File: src/rtl/gray_convert_pkg.sv
// Shared types and constants for the RGB-to-grayscale conversion stage.
package gray_convert_pkg;

    // Frame sequencer states
    typedef enum logic [1:0] {
        ST_IDLE  = 2'd0,
        ST_RUN   = 2'd1,
        ST_DRAIN = 2'd2,
        ST_DONE  = 2'd3
    } state_t;

    // Bus widths
    localparam int unsigned ADDR_W = 32;
    localparam int unsigned DATA_W = 32;
    localparam int unsigned CH_W   = 8;
    localparam int unsigned SUM_W  = 16;
    localparam int unsigned FRAC_W = 8;
    localparam int unsigned WE_W   = 4;

    // Luma weights (BT.601 scaled by 256) and round-half-up constant
    localparam int unsigned COEF_R  = 77;
    localparam int unsigned COEF_G  = 150;
    localparam int unsigned COEF_B  = 29;
    localparam int unsigned ROUND_C = 128;

    // Edges from source address register to destination write
    localparam int unsigned PIPE_DEPTH = 3;

    localparam logic [WE_W-1:0] WE_ALL  = 4'b1111;
    localparam logic [WE_W-1:0] WE_NONE = 4'b0000;

    // Source BRAM word layout; the top byte carries no colour information
    typedef struct packed {
        logic [CH_W-1:0] pad;
        logic [CH_W-1:0] r;
        logic [CH_W-1:0] g;
        logic [CH_W-1:0] b;
    } rgb_word_t;

    // Word-aligned byte address of pixel index p
    function automatic logic [ADDR_W-1:0] pix_addr(input logic [ADDR_W-1:0] p);
        return p << 2;
    endfunction

endpackage

File: src/rtl/gray_convert_mac.sv
// Two-stage weighted sum of three 8-bit channels with round and saturate.
// Stage 1 registers the three products, stage 2 registers the saturated
// result. The result is forced to zero on cycles without a valid pixel so
// downstream write data is clean when nothing is being written.
module gray_mac
    import gray_convert_pkg::*;
#(
    parameter int unsigned C_R   = COEF_R,
    parameter int unsigned C_G   = COEF_G,
    parameter int unsigned C_B   = COEF_B,
    parameter int unsigned RND   = ROUND_C
) (
    input  logic            clk,
    input  logic            rst_n,
    input  logic            i_valid,
    input  logic [CH_W-1:0] i_r,
    input  logic [CH_W-1:0] i_g,
    input  logic [CH_W-1:0] i_b,
    output logic            o_valid,
    output logic [CH_W-1:0] o_gray
);

    localparam logic [CH_W-1:0]  CH_MAX = '1;
    localparam logic [SUM_W-1:0] SAT_LIM = SUM_W'(CH_MAX);

    logic             r_v1;
    logic [SUM_W-1:0] r_pr;
    logic [SUM_W-1:0] r_pg;
    logic [SUM_W-1:0] r_pb;
    logic             r_v2;
    logic [CH_W-1:0]  r_gray;

    logic [SUM_W-1:0] w_prod_r;
    logic [SUM_W-1:0] w_prod_g;
    logic [SUM_W-1:0] w_prod_b;
    logic [SUM_W-1:0] w_sum;
    logic [SUM_W-1:0] w_shift;
    logic [CH_W-1:0]  w_sat;

    assign w_prod_r = SUM_W'(C_R) * SUM_W'(i_r);
    assign w_prod_g = SUM_W'(C_G) * SUM_W'(i_g);
    assign w_prod_b = SUM_W'(C_B) * SUM_W'(i_b);

    assign w_sum   = r_pr + r_pg + r_pb + SUM_W'(RND);
    assign w_shift = w_sum >> FRAC_W;
    assign w_sat   = (w_shift > SAT_LIM) ? CH_MAX : w_shift[CH_W-1:0];

    // Stage 1: register per-channel products alongside the valid bit
    always_ff @(posedge clk) begin
        if (!rst_n) begin
            r_v1 <= 1'b0;
            r_pr <= '0;
            r_pg <= '0;
            r_pb <= '0;
        end else begin
            r_v1 <= i_valid;
            r_pr <= i_valid ? w_prod_r : '0;
            r_pg <= i_valid ? w_prod_g : '0;
            r_pb <= i_valid ? w_prod_b : '0;
        end
    end

    // Stage 2: register the rounded, saturated sum
    always_ff @(posedge clk) begin
        if (!rst_n) begin
            r_v2   <= 1'b0;
            r_gray <= '0;
        end else begin
            r_v2   <= r_v1;
            r_gray <= r_v1 ? w_sat : '0;
        end
    end

    assign o_valid = r_v2;
    assign o_gray  = r_gray;

endmodule

File: src/rtl/gray_convert.sv
// Streams one RGB frame from a source BRAM through a luma MAC into a
// grayscale BRAM, one pixel per clock, then reports completion on done.
module gray_convert
    import gray_convert_pkg::*;
#(
    parameter int unsigned IMG_WIDTH  = 256,
    parameter int unsigned IMG_HEIGHT = 256
) (
    input  logic              clk,
    input  logic              rst_n,
    input  logic              start,
    output logic              done,
    output logic [ADDR_W-1:0] src_addr,
    input  logic [DATA_W-1:0] src_dout,
    output logic              src_en,
    output logic [ADDR_W-1:0] dst_addr,
    output logic [DATA_W-1:0] dst_din,
    output logic [WE_W-1:0]   dst_we
);

    localparam int unsigned     N_PIX  = IMG_WIDTH * IMG_HEIGHT;
    localparam int unsigned     P_W    = (N_PIX > 1) ? $clog2(N_PIX) : 1;
    localparam logic [P_W-1:0]  P_LAST = P_W'(N_PIX - 1);
    localparam int unsigned     DR_W   = (PIPE_DEPTH > 1) ? $clog2(PIPE_DEPTH) : 1;
    localparam logic [DR_W-1:0] DR_LAST = DR_W'(PIPE_DEPTH - 1);

    // Sequencer state and registered outputs
    state_t             r_state;
    logic [P_W-1:0]     r_p;
    logic [DR_W-1:0]    r_drain;
    logic               r_done;
    logic               r_src_en;
    logic [ADDR_W-1:0]  r_src_addr;

    // Pixel-index tags that travel with the valid bits
    logic               r_v1;
    logic [P_W-1:0]     r_idx1;
    logic               r_v2;
    logic [P_W-1:0]     r_idx2;
    logic [ADDR_W-1:0]  r_dst_addr;

    logic [P_W-1:0]     w_p_next;
    rgb_word_t          w_px;
    logic               w_mac_valid;
    logic [CH_W-1:0]    w_gray;
    logic               w_unused_pad;

    assign w_p_next     = r_p + P_W'(1);
    assign w_px         = rgb_word_t'(src_dout);
    assign w_unused_pad = &{1'b0, w_px.pad};

    // Frame sequencer: issues one source read per RUN cycle, then drains
    always_ff @(posedge clk) begin
        if (!rst_n) begin
            r_state    <= ST_IDLE;
            r_p        <= '0;
            r_drain    <= '0;
            r_done     <= 1'b0;
            r_src_en   <= 1'b0;
            r_src_addr <= '0;
        end else begin
            case (r_state)
                ST_IDLE: begin
                    if (start) begin
                        r_state    <= ST_RUN;
                        r_p        <= '0;
                        r_src_en   <= 1'b1;
                        r_src_addr <= '0;
                    end
                end
                ST_RUN: begin
                    if (r_p == P_LAST) begin
                        r_state    <= ST_DRAIN;
                        r_p        <= '0;
                        r_drain    <= '0;
                        r_src_en   <= 1'b0;
                        r_src_addr <= '0;
                    end else begin
                        r_p        <= w_p_next;
                        r_src_addr <= pix_addr(ADDR_W'(w_p_next));
                    end
                end
                ST_DRAIN: begin
                    if (r_drain == DR_LAST) begin
                        r_state <= ST_DONE;
                        r_drain <= '0;
                        r_done  <= 1'b1;
                    end else begin
                        r_drain <= r_drain + DR_W'(1);
                    end
                end
                ST_DONE: begin
                    if (!start) begin
                        r_state <= ST_IDLE;
                        r_done  <= 1'b0;
                    end
                end
                default: begin
                    r_state    <= ST_IDLE;
                    r_p        <= '0;
                    r_drain    <= '0;
                    r_done     <= 1'b0;
                    r_src_en   <= 1'b0;
                    r_src_addr <= '0;
                end
            endcase
        end
    end

    // Carry the pixel index beside the BRAM read and the MAC stages
    always_ff @(posedge clk) begin
        if (!rst_n) begin
            r_v1       <= 1'b0;
            r_idx1     <= '0;
            r_v2       <= 1'b0;
            r_idx2     <= '0;
            r_dst_addr <= '0;
        end else begin
            r_v1   <= r_src_en;
            r_idx1 <= r_p;
            r_v2   <= r_v1;
            r_idx2 <= r_idx1;
            if (r_v2) begin
                r_dst_addr <= pix_addr(ADDR_W'(r_idx2));
            end
        end
    end

    gray_mac u_mac (
        .clk     (clk),
        .rst_n   (rst_n),
        .i_valid (r_v1),
        .i_r     (w_px.r),
        .i_g     (w_px.g),
        .i_b     (w_px.b),
        .o_valid (w_mac_valid),
        .o_gray  (w_gray)
    );

    assign done     = r_done;
    assign src_en   = r_src_en;
    assign src_addr = r_src_addr;
    assign dst_addr = r_dst_addr;
    assign dst_din  = DATA_W'(w_gray);
    assign dst_we   = w_mac_valid ? WE_ALL : WE_NONE;

endmodule

File: config.mk
export PLATFORM = sky130hd
export DESIGN_NAME = gray_convert
export DESIGN_NICKNAME = d
export VERILOG_FILES = /design/src/rtl/gray_convert_pkg.sv /design/src/rtl/gray_convert_mac.sv /design/src/rtl/gray_convert.sv
export SDC_FILE = /design/constraint.sdc
export NUM_CORES = 1
export LEC_CHECK = 0
export CORE_ASPECT_RATIO = 0.8
export CORE_UTILIZATION = 30
export DETAILED_ROUTE_END_ITERATION = 6
export HOLD_SLACK_MARGIN = 0.03
export PLACE_DENSITY = 0.57
export REMOVE_ABC_BUFFERS = 1
export SLEW_MARGIN = 20
export SYNTH_ARGS = -nofsm -noshare
export SYNTH_HDL_FRONTEND = slang
export SYNTH_HIERARCHICAL = 1
export SYNTH_SLANG_ARGS = --single-unit
File: constraint.sdc
create_clock -name clk -period 4.2 [get_ports clk]
set_clock_uncertainty 0.15 [all_clocks]
set_input_delay 1.05 -clock clk [delete_from_list [all_inputs] [get_ports clk]]
set_output_delay 1.05 -clock clk [all_outputs]
set_load 0.03 [all_outputs]
==> impl_metrics.py, run 1 <==
metrics = {
    "floorplan": {
        "rows": 54,
        "boundaryPins": 137,
        "die_w_um": 188,
        "die_y_um": 151,
        "dieArea_mm2": 0.0283,
        "initial_core_util": 0.304,
        "core_area_mm2": 0.0272,
    },
    "setup_path": {
        "ff2ff_path_depth": 11,
        "crit_required_ps": 4340,
        "rrSetupSlack_ps": 1050,
        "worstReg2RegStart": "u_mac/r_pr[4]",
        "cp-start-kind": "input pin",
        "endpoint_kind": "flop",
        "arrival_ps": 4190,
        "cp_max_fo": 3,
        "r2r_end": "u_mac/o_gray[6]",
        "crit_type": "input pin to flop",
    },
    "min_path": {
        "worstHoldStart": "r_idx1[13]",
        "worstHoldPathCells": 1,
        "min_delay_worst_endpoint": "r_idx2[13]",
        "min_path_type": "flop to flop",
    },
    "route": {
        "num_vias": 6037,
        "final_antenna_net_count": 0,
        "drtIter0Drc": 222,
        "drt-total-wl_um": 16600,
        "vias_per_cell": 4.28,
        "avgRoutedWirePerCell_um": 11.7,
        "first_pass_iters": 4,
        "maxUsedRoutingLayer": "met4",
        "wl_met1_um": 8970,
        "drc_errors": 0,
        "wl_met2_um": 6890,
        "met3_wirelength_um": 568,
    },
    "timing": {
        "tns_ps": 0,
        "fmax_mhz": 247,
        "setup_violations": 0,
        "layout_setup_ws_ps": 150,
        "slew_violations": 0,
        "worst_pin_slew_ps": 1030,
        "finalCritPeriodShare": 0.964,
        "fin_crit_ps": 4050,
        "hold_viol": 0,
        "slew_headroom": 0.309,
    },
    "global_routing": {
        "antenna_found_initial": 0,
        "grt_use_total": 0.121,
        "gr-total-overflow": 0,
        "grt_pass1_vias": 5631,
        "grt_max_degree": 36,
        "grt_pass1_wl_um": 27500,
    },
    "power_and_ir_drop": {
        "peakVddDrop_v": 0.000222,
        "power_leakage_nw": 4.92,
        "p_per_area_mw_per_mm2": 420,
        "power_w": 0.00436,
    },
    "clock_tree": {
        "cts_buffers": 17,
        "hold_buffers": 0,
        "clk_path_buf_depth": 2,
        "clkTransAtPathRegs_ps": 60,
        "htreeDepth": 4,
        "clockRootBuffer": "clkbuf_16",
        "cts_sinks": 125,
        "cts_tree": "built",
        "clk_latency_ps": 420,
    },
    "yosys": {
        "synthMuxAreaShare": 0.0243,
        "syn_inst": 891,
        "synth-warning-count": 6,
        "synth_xor_area_frac": 0.0349,
        "yosysMostFrequentCell": "inv_1",
        "synth_compound_area_frac": 0.0891,
        "ys_ff_latch": 125,
        "synth_area_mm2": 0.00828,
        "synth_ff_type": "dfxtp_1",
        "synth_area_leaders": "dfxtp_1, ha_1, fa_1",
        "yosysTopAreaCell": "dfxtp_1",
        "synth-seq-area-share": 0.302,
        "synth-adder-area-share": 0.288,
        "synthArstFlopShare": 0,
        "synth_top_family_by_area": "adder cells",
        "yosysUniqueCellTypes": 55,
        "ys_top_cells_by_count": "inv_1, ha_1, dfxtp_1",
        "synth_edf_count": 0,
        "synth_simple_gate_area_frac": 0.138,
        "synth_top_area_frac": 0.302,
        "syn_area_per_cell_um2": 9.30,
    },
    "finish": {
        "fillers": 2733,
        "final_util": 0.381,
        "area_growth_pct": 25.3,
        "nNetsFinal": 1237,
        "postLayoutCellArea_mm2": 0.0104,
        "drive_gt1_frac": 0.127,
        "insertedDiodeCount": 0,
        "regArea_mm2": 0.00250,
        "multi_input_area_mm2": 0.00508,
    },
    "outcome": {
        "outcome": "completed",
    },
    "placement": {
        "dp_hpwl_um": 13000,
        "place_area_mm2": 0.00970,
        "pre_cts_ws_ps": -498,
        "io_buffer_count": 72,
        "gp_congestion": 0.819,
    },
    "run": {
        "cap_viol_max_count": 0,
    },
}
[power by group]
part | total, W | leakage (nW) | switching [W] | internal, W
registers | 0.00131 | 1.01 | 0.0000530 | 0.00126
logic | 0.00170 | 3.65 | 0.000918 | 0.000782
clock network | 0.00135 | 0.265 | 0.000572 | 0.000778
total | 0.00436 | 4.92 | 0.00154 | 0.00282
[critical path, cell delays in order]
cell	delay, ps
clkdlybuf4s50_1	440
ha_1	320
ha_1	270
inv_1	40
fa_1	450
fa_1	500
inv_1	70
ha_4	260
nor3_4	120
nor3b_2	70
o22ai_2	260
buf_4	160
xor2_1	140
nor2_1	50
[metal layers]
layer / up-vias / global-route usage
met3: 10 / 0.0233
met2: 117 / 0.180
met5: - / 0
met4: 0 / 0.0407
li1: 3150 / -
met1: 2760 / 0.174
[registers in the layout (all words and copies together) (netlist names), 8 cells and up]
name,count
u_mac/r_pg,15
r_idx1,16
u_mac/o_gray,8
r_idx2,16
src_addr,16
u_mac/r_pb,13
dst_addr,16
u_mac/r_pr,15
[layout by cell type (no fill, tap or decap), types with 14 or more instances in the layout]
cell             Yosys  final
nor3_1              21     19
dfxtp_1            125    125
mux2i_1             19     19
a211oi_1            16     14
clkdlybuf4s50_1      0     68
inv_1              131    131
nand3_1             14     14
a21oi_1             27     25
and2_1              33     33
nand2_1             25     25
clkbuf_16            0     17
nor2_1              75     74
conb_1               1     56
ha_1               130    126
xor2_1              20     20
buf_4               61     74
fa_1                38     38
[cell families after synthesis]
| family | count (synthesis) |
|---|---|
| AO/OA/AOI/OAI | 111 |
| XOR/XNOR | 33 |
| adder cells (fa/ha/maj) | 168 |
| buffers and inverters | 210 |
| flip-flops | 125 |
| multiplexers | 20 |
| other | 1 |
| AND/OR/NAND/NOR | 223 |
[stage by stage]
step | instances | hold slack (ps)
after global placement | 1378 | 266
after floorplan | 868 | 262
after CTS | 1410 | 284
after global routing | 1411 | 298
after detailed placement | 1378 | 269
final | 1411 | 281
[final cells by class]
cell class                 instances  area share
inverter                         132      0.0477
sequential                       125       0.241
clock inverter                    14      0.0106
tap                              364      0.0439
timing repair buffer             147       0.125
clock buffer                      18      0.0423
multi-input combinational        611       0.490
[worst max-delay path by stage]
stage | from | to | slack (ps) | cells past startpoint
detailed placement | src_dout[20] | u_mac/r_pr[14] | -500 | 14
global route | src_dout[14] | u_mac/r_pg[11] | -10 | 14
CTS | src_dout[12] | u_mac/r_pg[15] | 3 | 14
global placement | src_dout[12] | u_mac/r_pg[15] | -470 | 14
floorplan | src_dout[20] | u_mac/r_pr[14] | 170 | 13
finish | src_dout[14] | u_mac/r_pg[11] | 150 | 14
[repair_timing]
| action | 4_1_cts | 5_1_grt |
|---|---|---|
| buffers inserted | 0 | 1 |
| resized for setup | 5 | 24 |
| endpoints found under the hold margin | 0 | 0 |
| pin swaps | 1 | 12 |
| setup endpoints to repair | 6 | 15 |
(Power assumes the default switching activity.)
==> inputs of run 2 (changes only) <==
- GPL_TIMING_DRIVEN: default -> 0
==> run 2 against run 1 <==
Sequential power is essentially flat. Largest power group unchanged. Die area is the same. Wire length shrank 2.8%.
==> impl_metrics.py, run 2 (synthesis gave the netlist of run 1 again) <==
metrics = {
    "placement": {
        "dp_hpwl_um": 12400,
        "dp.cells": 1305,
        "gp_congestion": 0.807,
        "pre_cts_ws_ps": -742,
        "io_buffer_count": 72,
    },
    "route": {
        "first_pass_iters": 5,
        "drt-total-wl_um": 16100,
        "drc_errors": 0,
        "avgRoutedWirePerCell_um": 12.0,
        "vias_per_cell": 4.30,
        "final_antenna_net_count": 0,
        "drtIter0Drc": 285,
        "num_vias": 5748,
    },
    "timing": {
        "rsz0062_at_grt": "true",
        "finalCritPeriodShare": 0.968,
        "slew_headroom": 0.269,
        "slew_violations": 0,
        "fmax_mhz": 246,
        "setup_violations": 0,
        "hold-worst-slack_ps": 279,
        "layout_setup_ws_ps": 134,
        "fin_crit_ps": 4070,
        "hold_viol": 0,
        "worst_pin_slew_ps": 1100,
    },
    "global_routing": {
        "grt_max_degree": 36,
        "antenna_found_initial": 0,
        "grt_pass1_wl_um": 26300,
        "grt_use_total": 0.117,
        "grt_pass1_vias": 5288,
        "gr-total-overflow": 0,
    },
    "finish": {
        "fillers": 2742,
        "layout_common_cells": "inv_1, ha_1, dfxtp_1",
        "final_util": 0.361,
        "instances_no_fill": 1338,
        "area_growth_pct": 18.8,
        "layout_commonest_cell": "inv_1",
        "insertedDiodeCount": 0,
        "drive_gt1_frac": 0.0637,
        "nNetsFinal": 1164,
    },
    "min_path": {
        "worstHoldPathCells": 1,
        "min_path_type": "flop to flop",
    },
    "setup_path": {
        "arrival_ps": 4210,
        "ff2ff_path_depth": 11,
        "cp-start-kind": "input pin",
        "cp_slowest_cell": "fa_1",
        "path_cells": "dlygate4sd2_1 -> ha_1 -> ha_1 -> inv_1 -> fa_1 -> inv_1 -> ha_1 -> ha_1 -> nor2_1 -> nor3b_2 -> o22ai_2 -> o221ai_1 -> a21oi_1 -> nor2_1",
        "critPathMaxStageDelay_ps": 530,
        "endpoint_kind": "flop",
        "critPathMostFrequentCell": "ha_1",
        "crit_required_ps": 4340,
        "cp_max_fo": 4,
        "crit_type": "input pin to flop",
    },
    "power_and_ir_drop": {
        "power_leakage_nw": 4.62,
        "power_w": 0.00423,
        "p_per_area_mw_per_mm2": 430,
        "peakVddDrop_v": 0.000153,
    },
    "clock_tree": {
        "hold_buffers": 0,
        "clk_path_buf_depth": 2,
        "htreeDepth": 4,
        "clkTransAtPathRegs_ps": 60,
        "cts_tree": "built",
        "cts_sinks": 125,
        "cts_buffers": 17,
        "clk_latency_ps": 420,
        "clockRootBuffer": "clkbuf_16",
    },
    "floorplan": {
        "boundaryPins": 137,
        "dieArea_mm2": 0.0283,
        "die_y_um": 151,
        "rows": 54,
        "die_w_um": 188,
        "initial_core_util": 0.304,
        "core_area_mm2": 0.0272,
    },
    "run": {
        "cap_viol_max_count": 0,
    },
    "outcome": {
        "outcome": "completed",
    },
}
## run 2: changes by cell type in the layout (fill, tap and decap cells not counted), moves of 3 or more
cell	previous run	this run
buf_4	74	1
clkdlybuf4s50_1	68	56
dlygate4sd2_1	0	9
o21ai_1	6	3
## run 2: stage by stage
stage,cell area [um2],TNS (ps)
CTS,9770,0
floorplan,7970,0
global placement,9140,-32410
finish,9840,0
global route,9840,-37.8
detailed placement,9170,-11070
## run 2: routing by layer
| metal | vias up | track usage | part of all wire |
|---|---|---|---|
| met5 | - | 0 | 0 |
| met4 | 0 | 0.0411 | 0.013 |
| met3 | 16 | 0.0291 | 0.032 |
| met2 | 91 | 0.164 | 0.41 |
| met1 | 2653 | 0.172 | 0.55 |
| li1 | 2988 | - | - |
## run 2: final timing paths
path                               startpoint         endpoint  slack [ps]
worst max-delay path             src_dout[13]   u_mac/r_pg[15]         130
worst max register to register  u_mac/r_pr[4]  u_mac/o_gray[6]        1080
worst min-delay path               r_idx1[10]       r_idx2[10]         280
worst min register to register     r_idx1[10]       r_idx2[10]         280
## run 2: repair_timing
| item | 4_1_cts | 5_1_grt |
|---|---|---|
| buffers inserted | 1 | 0 |
| setup endpoints to repair | 14 | 13 |
| pin swaps | 1 | 3 |
| resized for setup | 16 | 21 |
## run 2: power by group
group | internal, W | switching (W) | leakage, nW
registers | 0.00126 | 0.0000580 | 1.01
logic | 0.000595 | 0.000867 | 3.33
clock network | 0.000882 | 0.000572 | 0.286
total | 0.00273 | 0.00150 | 4.62
## run 2: worst max-delay path: cells and delay by family
kind                       cells  cell delay (ps)
AOI/OAI and AO/OA              3              600
adders and majority gates      5             1780
buffers and inverters          3              410
and+or+nand+nor                3              360
## run 2: cell type report
| type | instances | area [um2] | share of cell area |
|---|---|---|---|
| repair buffers | 74 | 747 | 0.0759 |
| clock inverters | 15 | 163 | 0.0165 |
| multi-input cells | 611 | 5050 | 0.513 |
| well taps | 364 | 455 | 0.0463 |
| inverters | 132 | 497 | 0.0505 |
| flip-flops and latches | 125 | 2500 | 0.254 |
| clock buffers | 17 | 425 | 0.0432 |
==> inputs of run 3 (changes only) <==
- CORE_MARGIN: default -> 4
==> run 3 against run 2 <==
Die area is 7.3% higher. Maximum frequency hardly changed. Via count is 0.50% higher. Combinational power hardly changed. Highest routed layer unchanged. Wire length is 2.7% higher. Critical path type unchanged.
==> impl_metrics.py, run 3 (synthesis gave the netlist of run 1 again) <==
metrics = {
    "floorplan": {
        "boundaryPins": 137,
        "die_w_um": 194,
        "dieArea_mm2": 0.0304,
        "die_y_um": 157,
        "rows": 54,
        "initial_core_util": 0.304,
        "core_area_mm2": 0.0272,
    },
    "finish": {
        "area_growth_pct": 18.6,
        "drive_gt1_frac": 0.0686,
        "nNetsFinal": 1166,
        "instances_no_fill": 1340,
        "insertedDiodeCount": 0,
        "layout_common_cells": "inv_1, ha_1, dfxtp_1",
        "layout_commonest_cell": "inv_1",
    },
    "route": {
        "drc_errors": 0,
        "vias_per_cell": 4.31,
        "first_pass_iters": 4,
        "drtIter0Drc": 257,
        "num_vias": 5777,
        "avgRoutedWirePerCell_um": 12.3,
        "drt-total-wl_um": 16500,
        "final_antenna_net_count": 0,
    },
    "clock_tree": {
        "cts_buffers": 17,
        "cts_sinks": 125,
        "clockRootBuffer": "clkbuf_16",
        "hold_buffers": 0,
        "clk_path_buf_depth": 2,
        "clk_latency_ps": 420,
        "htreeDepth": 4,
        "cts_tree": "built",
        "clkTransAtPathRegs_ps": 60,
    },
    "timing": {
        "fmax_mhz": 246,
        "rsz0062_at_grt": "false",
        "setup_violations": 0,
        "slew_violations": 0,
        "worst_pin_slew_ps": 1040,
        "fin_crit_ps": 4070,
        "hold_viol": 0,
        "hold-worst-slack_ps": 280,
        "finalCritPeriodShare": 0.969,
        "slew_headroom": 0.308,
    },
    "setup_path": {
        "cp_slowest_cell": "fa_1",
        "endpoint_kind": "flop",
        "crit_type": "input pin to flop",
        "path_cells": "clkdlybuf4s50_1 -> inv_1 -> fa_1 -> inv_1 -> ha_1 -> fa_1 -> ha_4 -> o21ai_0 -> nor2_1 -> o21ai_2 -> xnor2_1 -> and2_1",
        "arrival_ps": 4280,
        "cp_max_fo": 4,
        "critPathMaxStageDelay_ps": 550,
        "cp-start-kind": "input pin",
        "ff2ff_path_depth": 11,
        "crit_required_ps": 4410,
    },
    "power_and_ir_drop": {
        "p_per_area_mw_per_mm2": 425,
        "peakVddDrop_v": 0.000198,
        "power_leakage_nw": 4.59,
    },
    "global_routing": {
        "gr-total-overflow": 0,
        "grt_pass1_wl_um": 27000,
        "grt_max_degree": 40,
        "antenna_found_initial": 0,
        "grt_use_total": 0.108,
        "grt_pass1_vias": 5413,
    },
    "placement": {
        "dp.cells": 1305,
        "dp_hpwl_um": 12800,
        "io_buffer_count": 72,
        "gp_congestion": 0.777,
    },
    "run": {
        "cap_viol_max_count": 0,
    },
    "outcome": {
        "outcome": "completed",
    },
    "min_path": {
        "worstHoldPathCells": 1,
        "min_path_type": "flop to flop",
    },
}
run 3: stage by stage:
stage / total power (W) / util / setup TNS, ps / cell area (um2) / setup slack (ps)
global placement: 0.00271 / 0.336 / -32630 / 9140 / -844
CTS: 0.00416 / 0.358 / 0 / 9730 / 1.13
detailed placement: 0.00273 / 0.336 / -10600 / 9160 / -713
global route: 0.00449 / 0.361 / 0 / 9820 / 4.07
finish: 0.00418 / 0.361 / 0 / 9820 / 132
floorplan: 0.00240 / - / 0 / 7970 / 171
run 3: area by class of cell:
cell class | instances | area (um2)
fill | 2795 | 17400
clock inverter | 15 | 140
clock buffer | 17 | 425
multi-input combinational | 611 | 5060
inverter | 132 | 497
tap | 364 | 455
sequential | 125 | 2500
timing repair buffer | 76 | 744
run 3: worst paths after layout:
check | slack, ps | from | end
setup / recovery | 130 | src_dout[1] | u_mac/r_pb[10]
hold / removal | 280 | r_idx1[9] | r_idx2[9]
hold reg to reg | 280 | r_idx1[9] | r_idx2[9]
setup reg to reg | 1120 | u_mac/r_pr[4] | u_mac/o_gray[6]
run 3: layer usage:
| layer | global-route usage | share of wire | vias up |
|---|---|---|---|
| met4 | 0.0313 | 0.012 | 0 |
| met1 | 0.159 | 0.52 | 2684 |
| met3 | 0.0248 | 0.034 | 18 |
| li1 | - | - | 2993 |
| met2 | 0.159 | 0.43 | 82 |
| met5 | 0 | 0 | - |
run 3: worst max-delay path, delay by kind of cell:
family | cells | cell delay, ps
adder cells (fa/ha/maj) | 4 | 1650
AND/OR/NAND/NOR | 2 | 400
XOR/XNOR | 1 | 300
buffers and inverters | 3 | 700
AO/OA/AOI/OAI | 2 | 200
run 3: repair_timing:
| item | 4_1_cts | 5_1_grt |
|---|---|---|
| pin swaps | 1 | 6 |
| buffers inserted | 1 | 2 |
| setup endpoints to repair | 13 | 15 |
| gates resized for setup | 14 | 28 |
run 3: report_power, final:
group,internal (W),switching [W]
registers,0.00126,0.0000548
logic,0.000604,0.000871
clock network,0.000821,0.000569
